File: config.mk
export PLATFORM = sky130hd
export DESIGN_NAME = swc_rtu_rsp_queue
export DESIGN_NICKNAME = d
export VERILOG_FILES = /design/src/rtl/swc_rtu_rsp_queue_pkg.sv /design/src/rtl/swc_rtu_rsp_queue_fifo_mem.sv /design/src/rtl/swc_rtu_rsp_queue.sv
export SDC_FILE = /design/constraint.sdc
export NUM_CORES = 1
export LEC_CHECK = 0
export ABC_AREA = 1
export CAP_MARGIN = 20
export CORE_UTILIZATION = 58
export CTS_CLUSTER_DIAMETER = 40
export CTS_CLUSTER_SIZE = 20
export DETAILED_ROUTE_END_ITERATION = 12
export HOLD_SLACK_MARGIN = 0.06
export PLACE_DENSITY_LB_ADDON = 0.25
export SYNTH_ARGS = -nofsm -noshare
export SYNTH_HDL_FRONTEND = slang
export SYNTH_SLANG_ARGS = --single-unit
File: constraint.sdc
create_clock -name clk_i -period 2.75 [get_ports clk_i]
set_input_delay 0.275 -clock clk_i [delete_from_list [all_inputs] [get_ports clk_i]]
set_output_delay 0.275 -clock clk_i [all_outputs]
set_load 0.01 [all_outputs]
File: src/rtl/swc_rtu_rsp_queue_pkg.sv
// Shared switch-core definitions: RTU response record and response-queue state encoding.
package swc_param_defs;

    localparam int unsigned c_num_ports  = 7;
    localparam int unsigned c_prio_num   = 8;
    localparam int unsigned c_prio_width = $clog2(c_prio_num);

    typedef struct packed {
        logic [c_num_ports-1:0]  mask;
        logic                    drop;
        logic [c_prio_width-1:0] prio;
    } rtu_rsp_t;

    typedef enum logic [1:0] {
        ST_EMPTY,
        ST_PRESENT,
        ST_PRESENT_LAST
    } rsp_state_e;

endpackage

File: src/rtl/swc_rtu_rsp_queue_fifo_mem.sv
// Generic storage array: synchronous write, asynchronous read, no reset on contents.
module swc_rtu_rsp_fifo_mem #(
    parameter int unsigned g_depth = 8,
    parameter int unsigned g_width = 11
) (
    input  logic                       clk_i,
    input  logic                       we_i,
    input  logic [$clog2(g_depth)-1:0] waddr_i,
    input  logic [g_width-1:0]         wdata_i,
    input  logic [$clog2(g_depth)-1:0] raddr_i,
    output logic [g_width-1:0]         rdata_o
);

    logic [g_width-1:0] mem_q [g_depth];

    always_ff @(posedge clk_i) begin
        if (we_i) begin
            mem_q[waddr_i] <= wdata_i;
        end
    end

    assign rdata_o = mem_q[raddr_i];

endmodule

File: src/rtl/swc_rtu_rsp_queue.sv
// RTU response queue: FIFO of sanitised RTU decisions with a registered head presented
// to the switch core, registered not-full backpressure and a saturating overflow counter.
module swc_rtu_rsp_queue
    import swc_param_defs::*;
#(
    parameter int unsigned g_num_ports  = c_num_ports,
    parameter int unsigned g_depth      = 8,
    parameter int unsigned g_prio_width = c_prio_width
) (
    input  logic                         clk_i,
    input  logic                         rst_i,
    input  logic                         in_valid_i,
    output logic                         in_ready_o,
    input  logic [g_num_ports-1:0]       in_dst_port_mask_i,
    input  logic                         in_drop_i,
    input  logic [g_prio_width-1:0]      in_prio_i,
    output logic                         rtu_rsp_valid_o,
    input  logic                         rtu_rsp_ack_i,
    output logic [g_num_ports-1:0]       rtu_dst_port_mask_o,
    output logic                         rtu_drop_o,
    output logic [g_prio_width-1:0]      rtu_prio_o,
    output logic [$clog2(g_depth):0]     count_o,
    output logic [15:0]                  ovf_cnt_o
);

    localparam int unsigned c_aw    = $clog2(g_depth);
    localparam int unsigned c_cw    = c_aw + 1;
    localparam int unsigned c_rec_w = g_num_ports + 1 + g_prio_width;

    rsp_state_e          state_q, state_d;
    logic [c_aw-1:0]     wr_ptr_q, wr_ptr_d, rd_ptr_q, rd_ptr_d;
    logic [c_cw-1:0]     count_q, count_d;
    logic                not_full_q, not_full_d;
    logic [15:0]         ovf_cnt_q, ovf_cnt_d;
    logic [c_rec_w-1:0]  head_q, head_d;

    logic                push_c, pop_c, in_drop_c;
    logic [g_num_ports-1:0] in_mask_c;
    logic [c_rec_w-1:0]  in_rec_c, mem_rdata_c;
    logic [c_aw-1:0]     next_rd_addr_c;

    // Sanitise the incoming record: an empty mask forces drop, and a drop clears the mask.
    always_comb begin
        in_drop_c      = in_drop_i | (in_dst_port_mask_i == '0);
        in_mask_c      = in_drop_c ? '0 : in_dst_port_mask_i;
        in_rec_c       = {in_mask_c, in_drop_c, in_prio_i};
        push_c         = in_valid_i & not_full_q;
        pop_c          = rtu_rsp_ack_i & (state_q != ST_EMPTY);
        next_rd_addr_c = rd_ptr_q + c_aw'(1);
    end

    swc_rtu_rsp_fifo_mem #(
        .g_depth (g_depth),
        .g_width (c_rec_w)
    ) u_mem (
        .clk_i   (clk_i),
        .we_i    (push_c),
        .waddr_i (wr_ptr_q),
        .wdata_i (in_rec_c),
        .raddr_i (next_rd_addr_c),
        .rdata_o (mem_rdata_c)
    );

    always_comb begin
        state_d    = state_q;
        wr_ptr_d   = wr_ptr_q;
        rd_ptr_d   = rd_ptr_q;
        head_d     = head_q;
        ovf_cnt_d  = ovf_cnt_q;

        if (push_c) wr_ptr_d = wr_ptr_q + c_aw'(1);
        if (pop_c)  rd_ptr_d = next_rd_addr_c;
        count_d    = count_q + c_cw'(push_c) - c_cw'(pop_c);
        not_full_d = (count_d != c_cw'(g_depth));

        if (in_valid_i && !not_full_q && (ovf_cnt_q != 16'hFFFF)) begin
            ovf_cnt_d = ovf_cnt_q + 16'd1;
        end

        // Head comes from the input when the queue drains into this push, else from storage.
        if (push_c && ((state_q == ST_EMPTY) || (pop_c && (count_q == c_cw'(1))))) begin
            head_d = in_rec_c;
        end else if (pop_c && (count_q > c_cw'(1))) begin
            head_d = mem_rdata_c;
        end

        case (state_q)
            ST_EMPTY: begin
                if (push_c) state_d = ST_PRESENT;
            end
            ST_PRESENT: begin
                if (count_d == '0)            state_d = ST_EMPTY;
                else if (count_d == c_cw'(1)) state_d = ST_PRESENT_LAST;
            end
            ST_PRESENT_LAST: begin
                if (pop_c && !push_c)      state_d = ST_EMPTY;
                else if (push_c && !pop_c) state_d = ST_PRESENT;
            end
            default: state_d = ST_EMPTY;
        endcase
    end

    always_ff @(posedge clk_i or posedge rst_i) begin
        if (rst_i) begin
            state_q    <= ST_EMPTY;
            wr_ptr_q   <= '0;
            rd_ptr_q   <= '0;
            count_q    <= '0;
            not_full_q <= 1'b0;
            ovf_cnt_q  <= '0;
            head_q     <= '0;
        end else begin
            state_q    <= state_d;
            wr_ptr_q   <= wr_ptr_d;
            rd_ptr_q   <= rd_ptr_d;
            count_q    <= count_d;
            not_full_q <= not_full_d;
            ovf_cnt_q  <= ovf_cnt_d;
            head_q     <= head_d;
        end
    end

    assign in_ready_o          = not_full_q;
    assign rtu_rsp_valid_o     = (state_q != ST_EMPTY);
    assign rtu_dst_port_mask_o = head_q[c_rec_w-1 -: g_num_ports];
    assign rtu_drop_o          = head_q[g_prio_width];
    assign rtu_prio_o          = head_q[g_prio_width-1:0];
    assign count_o             = count_q;
    assign ovf_cnt_o           = ovf_cnt_q;

endmodule

======== Yosys cells after proc, flatten, opt, wreduce, memory -nomap -nowiden ========
Memories as Yosys holds them, arrays and structs flattened.
Cells that the tools add are included.
storage, ports and cells
  flip-flop bits (word level) ............. 40
  bits in writable memories ............... 88
  input port bits ......................... 15
  output and inout bits ................... 33
  word-level logic and storage cells ...... 54
  memories ................................ 1
operators by class
  add/sub/neg operators ................... 5
  $lt $le $gt $ge ......................... 1
  equality and inequality tests ........... 9
  muxes and demuxes ....................... 11
  bitwise gates (word level) .............. 3
  reduce and logical (&&, ||, !) cells .... 17
memories
  name         words  bits a word  rd ports  clocked after memory_dff  wr ports  RTL line                          text
  u_mem.mem_q  8      11           1         0                         1         swc_rtu_rsp_queue_fifo_mem.sv:14  logic [g_width-1:0] mem_q [g_depth];
operators with widths
  kind                     count
  $mux W11                 2
  $add A16 B1 Y16 const B  1
  $ne A16 B16 Y1 const B   1
  $mux W2                  5
  $eq A4 B1 Y1 const B     2
  $logic_and A1 B1 Y1      7
  $logic_not A7 Y1         1
  $mux W7                  1
  $add A3 B1 Y3 const B    2
  $ne A3 B3 Y1 const B     2
  $pmux W2 S3              1
  $add A4 B1 Y4            1
  $gt A4 B1 Y1 const B     1
  $logic_not A4 Y1         1
  $ne A4 B4 Y1 const B     1
  $reduce_bool A2 Y1       2
  $sub A4 B1 Y4            1
  $logic_not A1 Y1         3
  $reduce_and A3 Y1        1
  $and A1 B1 Y1            2
  $eq A2 B1 Y1 const B     1
  $eq A2 B2 Y1 const B     1
  $logic_not A2 Y1         1
  $mux W1                  2
  other kinds (3)          3

======== Longest topological paths before layout ========
  depth after elaboration ................. 7
  mapped depth ............................ 14
  mapped depth without buffers ............ 14

======== Cells and area by module ========
From an unflattened synthesis, not the netlist that was laid out.
second synthesis, totals
  cell total of the unflattened synthesis .. 702
  area total of the unflattened synthesis .. 6272.3 µm²
by module, submodules not included
  module                instances  cells each  area each (µm²)  sequential area each (µm²)
  swc_rtu_rsp_fifo_mem  1          398         3918.8           2642.5
  swc_rtu_rsp_queue     1          304         2353.5           1001.0

======== Worst setup path after synthesis ========
No wires, ideal clock.
  kind .................................... reg2reg
  start point ............................. reg state_q[1]
  end point ............................... reg state_q[0]
  library setup time ...................... 0.129 ns
  arrival time ............................ 1.974 ns
  required time ........................... 2.621 ns
  setup slack ............................. 0.647 ns
  cell stages (with the launch flop) ...... 13
  path buffers ............................ 0
  clock period less this slack ............ 2.103 ns
  cell sequence ........................... dfrtp_1 nor2_1 inv_2 nand2_2 nand2_1 nand2_1 ha_1 inv_1 fa_1 xor2_1 nand3_1 o21ai_0 o21ai_0
on the way
  word-level cells in the longest chain between the ends .. 6
  elaborated cells between the ends (all ways) .. 18
  those cells by class .................... add/sub: 1; eq/ne: 6; mux: 3; bitwise: 1; reduce/logical: 7
RTL lines
  element                                                     RTL line                                          text
  start: declaration                                          swc_rtu_rsp_queue.sv:30                           rsp_state_e state_q, state_d;
  start signal: assignment                                    swc_rtu_rsp_queue.sv:113                          state_q <= state_d;
  $reduce_bool A2 Y1 *                                        --
  via rtu_rsp_valid_o                                         swc_rtu_rsp_queue.sv:17                           output logic rtu_rsp_valid_o,
  $and A1 B1 Y1 *                                             swc_rtu_rsp_queue.sv:48                           pop_c = rtu_rsp_ack_i & (state_q != ST_EMPTY);
  $sub A4 B1 Y4 or $logic_not A1 Y1 (tied branches)           swc_rtu_rsp_queue.sv:73, swc_rtu_rsp_queue.sv:97
  $eq A4 B1 Y1 (tied with other cells)                        swc_rtu_rsp_queue.sv:93                           else if (count_d == c_cw'(1)) state_d = ST_PRESENT_LAST;
  $ne A3 B3 Y1 (no line) or $mux W2 (tied branches)           --
  $reduce_and A3 Y1 (no line) or $pmux W2 S3 (tied branches)  --
The timed path passes the listed nets; every way through them passes the cells marked *.
A chain may end at the register's enable or synchronous reset.

======== Worst setup path after layout ========
  start point ............................. reg state_q[1]
  end point ............................... reg state_q[0]
on the way
  word-level cells in the longest chain between the ends .. 6
  elaborated cells between the ends (all ways) .. 18
  those cells by class .................... add/sub: 1; eq/ne: 6; mux: 3; bitwise: 1; reduce/logical: 7
RTL lines
  element                                                     RTL line
  $reduce_bool A2 Y1                                          swc_rtu_rsp_queue.sv:48
  $and A1 B1 Y1                                               swc_rtu_rsp_queue.sv:48
  $sub A4 B1 Y4 or $logic_not A1 Y1 (tied branches)           swc_rtu_rsp_queue.sv:73, swc_rtu_rsp_queue.sv:97
  $eq A4 B1 Y1 (tied with other cells)                        swc_rtu_rsp_queue.sv:93
  $ne A3 B3 Y1 (no line) or $mux W2 (tied branches)           --
  $reduce_and A3 Y1 (no line) or $pmux W2 S3 (tied branches)  --
Parallel ways exist; a longest one is shown, timed or not.

==> results.md <==
* Data required time at the worst endpoint at ~3.2 ns
* Combined area of all synthesized cells at 5761 sq um
* Net Count, Synth at around 600
* CTS Root Cell: sky130_fd_sc_hd__clkbuf_8
* Worst-margin pin slew at 0.7603 ns
* Critical Path Source Type: register
* HP Class: in2async
* Static leakage power at ~2.8 nW
* Post-DRT Antenna Nets at 0
* Mean routed wirelength per cell at roughly 16 um
* Worst max-slew margin expressed relative to the limit at between 40% and 50%
* Sequential element share of the synthesized area at a little over three fifths
* Die X-Extent at 101.7 um
* Post-CTS Hold Fix Bufs at 0
* Critical Path, Cell by Cell: nor2_1 -> inv_2 -> nand2_2 -> nand2_1 -> nand2_1 -> ha_1 -> inv_1 -> fa_1 -> xor2_1 -> nand3_1 -> o21ai_0 -> o21ai_0
* Final-layout setup total negative slack at 0 ns
* Standard-cell rows at 36
* Depth of the worst register-to-register path at 12
* Drt drc at 0
* Bufs and invs on worst path at 2
* Power per Cell Area at ~1100 nW/um^2
* Number of max-cap violations at 0
* Placed Area at about 6400 sq um
* Number of setup violations in the final report at 0
* Maximum root-to-sink buffer count at 2
* Clock-pin slew reported for the worst setup and hold paths after clock tree synthesis at around 0.06 ns
* Library cell with the highest instance count after synthesis: sky130_fd_sc_hd__nand2_1
* Max VDD drop at just under 800 uV
* Max H-tree Level at 4
* GR Overflow Total at 0
* Ratio of cells with drive above 1 in the final layout at between 8 and 9%
* Endpoint of the most critical setup path: state_q[0]$_DFFE_PP0P_
* Async SR Flop Fraction at around 31%
* Worst Setup Slack post-DPL at roughly 0.14 ns
* Area fraction of the dominant cell type after synthesis at around 46%
* First-pass GRT wire length at 21,020 um
* Area enclosed by the die boundary at 10,330 sq um
* CTS tree: built
* Launching element of the worst setup path: state_q[1]$_DFFE_PP0P_
* Family with the most delay on the worst path: simple AND/OR/NAND/NOR gates
* Top area cells in the synthesized netlist: sky130_fd_sc_hd__edfxtp_1, sky130_fd_sc_hd__dfrtp_1, sky130_fd_sc_hd__nand2_1
* Synthesized area divided by synthesized cell count at 9.881 sq um
* Post-CTS Setup Inserts at 0
* Pin count of the biggest net entering global routing at 46
* Die Ht at 101.7 um
* Post-DP HPWL at roughly 7800 um
* Critical path data arrival time at around 2.7 ns
* Count of non-filler cells in the finished layout at 791
* Number of DRC markers after the initial detailed-route iteration at roughly 260
* Standard cell core area at about 9700 sq um
* Vias post-DR at between 4,000 and 5,000
* Post-synth EDFFs at 88
* Number of warnings printed during yosys synthesis at 0
* Maximum fanout along the worst path at 8
* Post-CTS sizing at 0
* Switching power at 3.015 mW
* Final Skew at between 0.005 and 0.006 ns
* Filler Cell Count at 686
* Fin crit share at between 80% and 90%
* Clock latency on the worst-skew pair at between 0.5 and 0.6 ns
* Number of distinct library cells after synthesis at 31
* Slowest cell delay on critical path at just over 0.4 ns
* Final Routed Wirelength at 12,930 um
* Highest achievable clock rate at between 400 and 500 MHz
* End of the worst register-to-register path: state_q[0]$_DFFE_PP0P_
* Internal power at 4.944 mW
* Gpl congestion at between 0.8 and 0.9
* Library cell occupying the most area in the post-synthesis netlist: sky130_fd_sc_hd__edfxtp_1
* Max-slew violations at 0
* Number of ports placed on the die boundary at 48
* Cells after DPL at between 700 and 800
* Number of instances in the synthesized netlist at roughly 580
* Initial antenna violation count at 0
* TritonCTS buffer count at 17
* Combinational fraction of design power at 40.2%
* Min Tclk post-route at ~2.3 ns
* Gr usage total at 27.94%
* Post-DR vias/cell at ~5.5
* Vias in the first global route at between 4,000 and 5,000
* Port Buffer Count at 47
* Total iterations of the first detailed-routing run at 7
* Final WS setup at about 0.46 ns
* Setup repair after global routing missed its margin: no
* Logic depth of the worst path, buffers included at 12
* Syn-to-layout area delta at 20.68%
* Start-to-end type of the worst setup path: reg2reg
* Dominant synthesized flop cell: sky130_fd_sc_hd__edfxtp_1
* Fraction of power spent switching nets at a little under two fifths
* Relative contribution of sequential cells to total power at around 34%
* Total count of hold-check failures in the final report at 0
* Standard cell with the maximum stage delay on the critical path: sky130_fd_sc_hd__dfrtp_1
* Number of synthesized register bits at 128
* Source of the worst register-to-register timing path: state_q[1]$_DFFE_PP0P_
* Total inserted antenna cells at 0
* Final Cell Area at ~7000 sq um
* Count of clock tree sinks at around 130
* Post-layout nets at around 670
* R2R setup slack at 0.46 ns
* Result of the run: finished, final reports clean
* Initial standard-cell utilization of the core at 59.48%
* Share of power burned in the clock network at between 20% and 30%
* Worst Setup End Kind: register
* Synth top cells by count: sky130_fd_sc_hd__nand2_1, sky130_fd_sc_hd__nor2_1, sky130_fd_sc_hd__edfxtp_1, sky130_fd_sc_hd__o21ai_0
[metrics by stage]
step	util (%)	total power [mW]	hold WS (ns)
final	71.78	7.959	0.1801
after global routing	71.78	8.517	0.2255
after CTS	71.78	7.978	0.1836
after detailed placement	66.18	5.888	0.4907
after global placement	66.18	5.763	0.4765
after floorplan	-	4.801	0.3739
[cells in the final DEF, fill, tap and decap left out]
master                            synthesis  routed
sky130_fd_sc_hd__nand2_1                134     134
sky130_fd_sc_hd__nor2_1                 105     105
sky130_fd_sc_hd__edfxtp_1                88      88
sky130_fd_sc_hd__o21ai_0                 65      65
sky130_fd_sc_hd__clkdlybuf4s50_1          0      47
sky130_fd_sc_hd__inv_1                   40      40
sky130_fd_sc_hd__dfrtp_1                 40      40
sky130_fd_sc_hd__nand3_1                 26      26
sky130_fd_sc_hd__clkbuf_16                0      16
sky130_fd_sc_hd__buf_4                    0      16
sky130_fd_sc_hd__o21ai_1                 12      12
sky130_fd_sc_hd__xor2_1                   9       9
sky130_fd_sc_hd__ha_1                     7       7
sky130_fd_sc_hd__nor3_1                   6       6
sky130_fd_sc_hd__xnor2_1                  5       5
sky130_fd_sc_hd__nand4_1                  5       5
sky130_fd_sc_hd__clkbuf_8                 0       5
sky130_fd_sc_hd__clkinv_2                 0       5
sky130_fd_sc_hd__clkbuf_1                 6       5
sky130_fd_sc_hd__o21ai_2                  4       4
sky130_fd_sc_hd__nand3_2                  3       3
sky130_fd_sc_hd__nand2_2                  2       2
sky130_fd_sc_hd__inv_2                    2       2
sky130_fd_sc_hd__a21oi_1                  2       2
sky130_fd_sc_hd__nor3_4                   1       1
sky130_fd_sc_hd__nand2_4                  1       1
sky130_fd_sc_hd__inv_4                    1       1
sky130_fd_sc_hd__or2_2                    1       1
sky130_fd_sc_hd__a31oi_1                  1       1
sky130_fd_sc_hd__a21oi_2                  1       1
sky130_fd_sc_hd__clkinv_1                 1       1
sky130_fd_sc_hd__fa_1                     1       1
sky130_fd_sc_hd__bufinv_16                0       1
[worst min path at each step]
stage                                  startpoint                     endpoint  slack (ns)
after floorplan                      in_prio_i[0]  u_mem.mem_q[0][0]$_DFFE_PP_        0.37
after CTS                                   rst_i    ovf_cnt_o[11]$_DFFE_PP0P_        0.18
final                                       rst_i         count_o[0]$_DFF_PP0_        0.18
after global placement    rd_ptr_q[1]$_DFFE_PP0P_      rd_ptr_q[1]$_DFFE_PP0P_        0.48
after global routing                        rst_i         count_o[0]$_DFF_PP0_        0.23
after detailed placement  rd_ptr_q[1]$_DFFE_PP0P_      rd_ptr_q[1]$_DFFE_PP0P_        0.49
[final cells by class]
| type | count | area (sq um) | share of cell area [%] |
|---|---|---|---|
| clock buffer | 26 | 488.0 | 7.019 |
| clock inverter | 6 | 55.05 | 0.7919 |
| inverter | 44 | 167.7 | 2.412 |
| multi-input combinational | 391 | 1841 | 26.48 |
| sequential | 128 | 3643 | 52.41 |
| tap | 133 | 166.4 | 2.394 |
| timing repair buffer | 63 | 590.6 | 8.495 |
[layer usage]
| metal | vias to the layer above | track usage [%] | wire length, um |
|---|---|---|---|
| met5 | - | 0 | 0 |
| met4 | 0 | 15.38 | 367 |
| met3 | 28 | 8.282 | 886 |
| met2 | 162 | 45.53 | 6471 |
| met1 | 2099 | 33.46 | 5205 |
| li1 | 2054 | - | - |
[sequential cells by signal, indices dropped and copies added (netlist names)]
signal,flops
ovf_cnt_o,16
rd_ptr_q,3
u_mem.mem_q,88
state_q,2
head_q,11
in_ready_o,1
count_o,4
wr_ptr_q,3
[worst reg2reg max path: cells and delay by family, from the launching register on]
family / cells / cell delay (ns)
and+or+nand+nor: 5 / 0.58
AOI/OAI and AO/OA: 2 / 0.24
DFF: 1 / 0.41
xor gates and xnor gates: 1 / 0.27
adders and majority gates: 2 / 0.54
buffers and inverters: 2 / 0.12
[logic make-up after synthesis]
logic type | Yosys count | synth area share, %
DFF | 128 | 63.25
buffers and inverters | 64 | 4.800
xor gates and xnor gates | 14 | 2.129
adders and majority gates | 8 | 1.868
AOI/OAI and AO/OA | 85 | 7.732
and+or+nand+nor | 284 | 20.22
[power by group through the flow]
stage / registers [mW] / clock network (mW) / logic (mW)
global route: 2.75 / 2.14 / 3.62
floorplan: 2.77 / 0 / 2.03
global placement: 2.73 / 0 / 3.04
detailed placement: 2.74 / 0 / 3.14
CTS: 2.72 / 2.07 / 3.19
finish: 2.72 / 2.04 / 3.20
No activity file was read; power rests on OpenSTA's default activity.
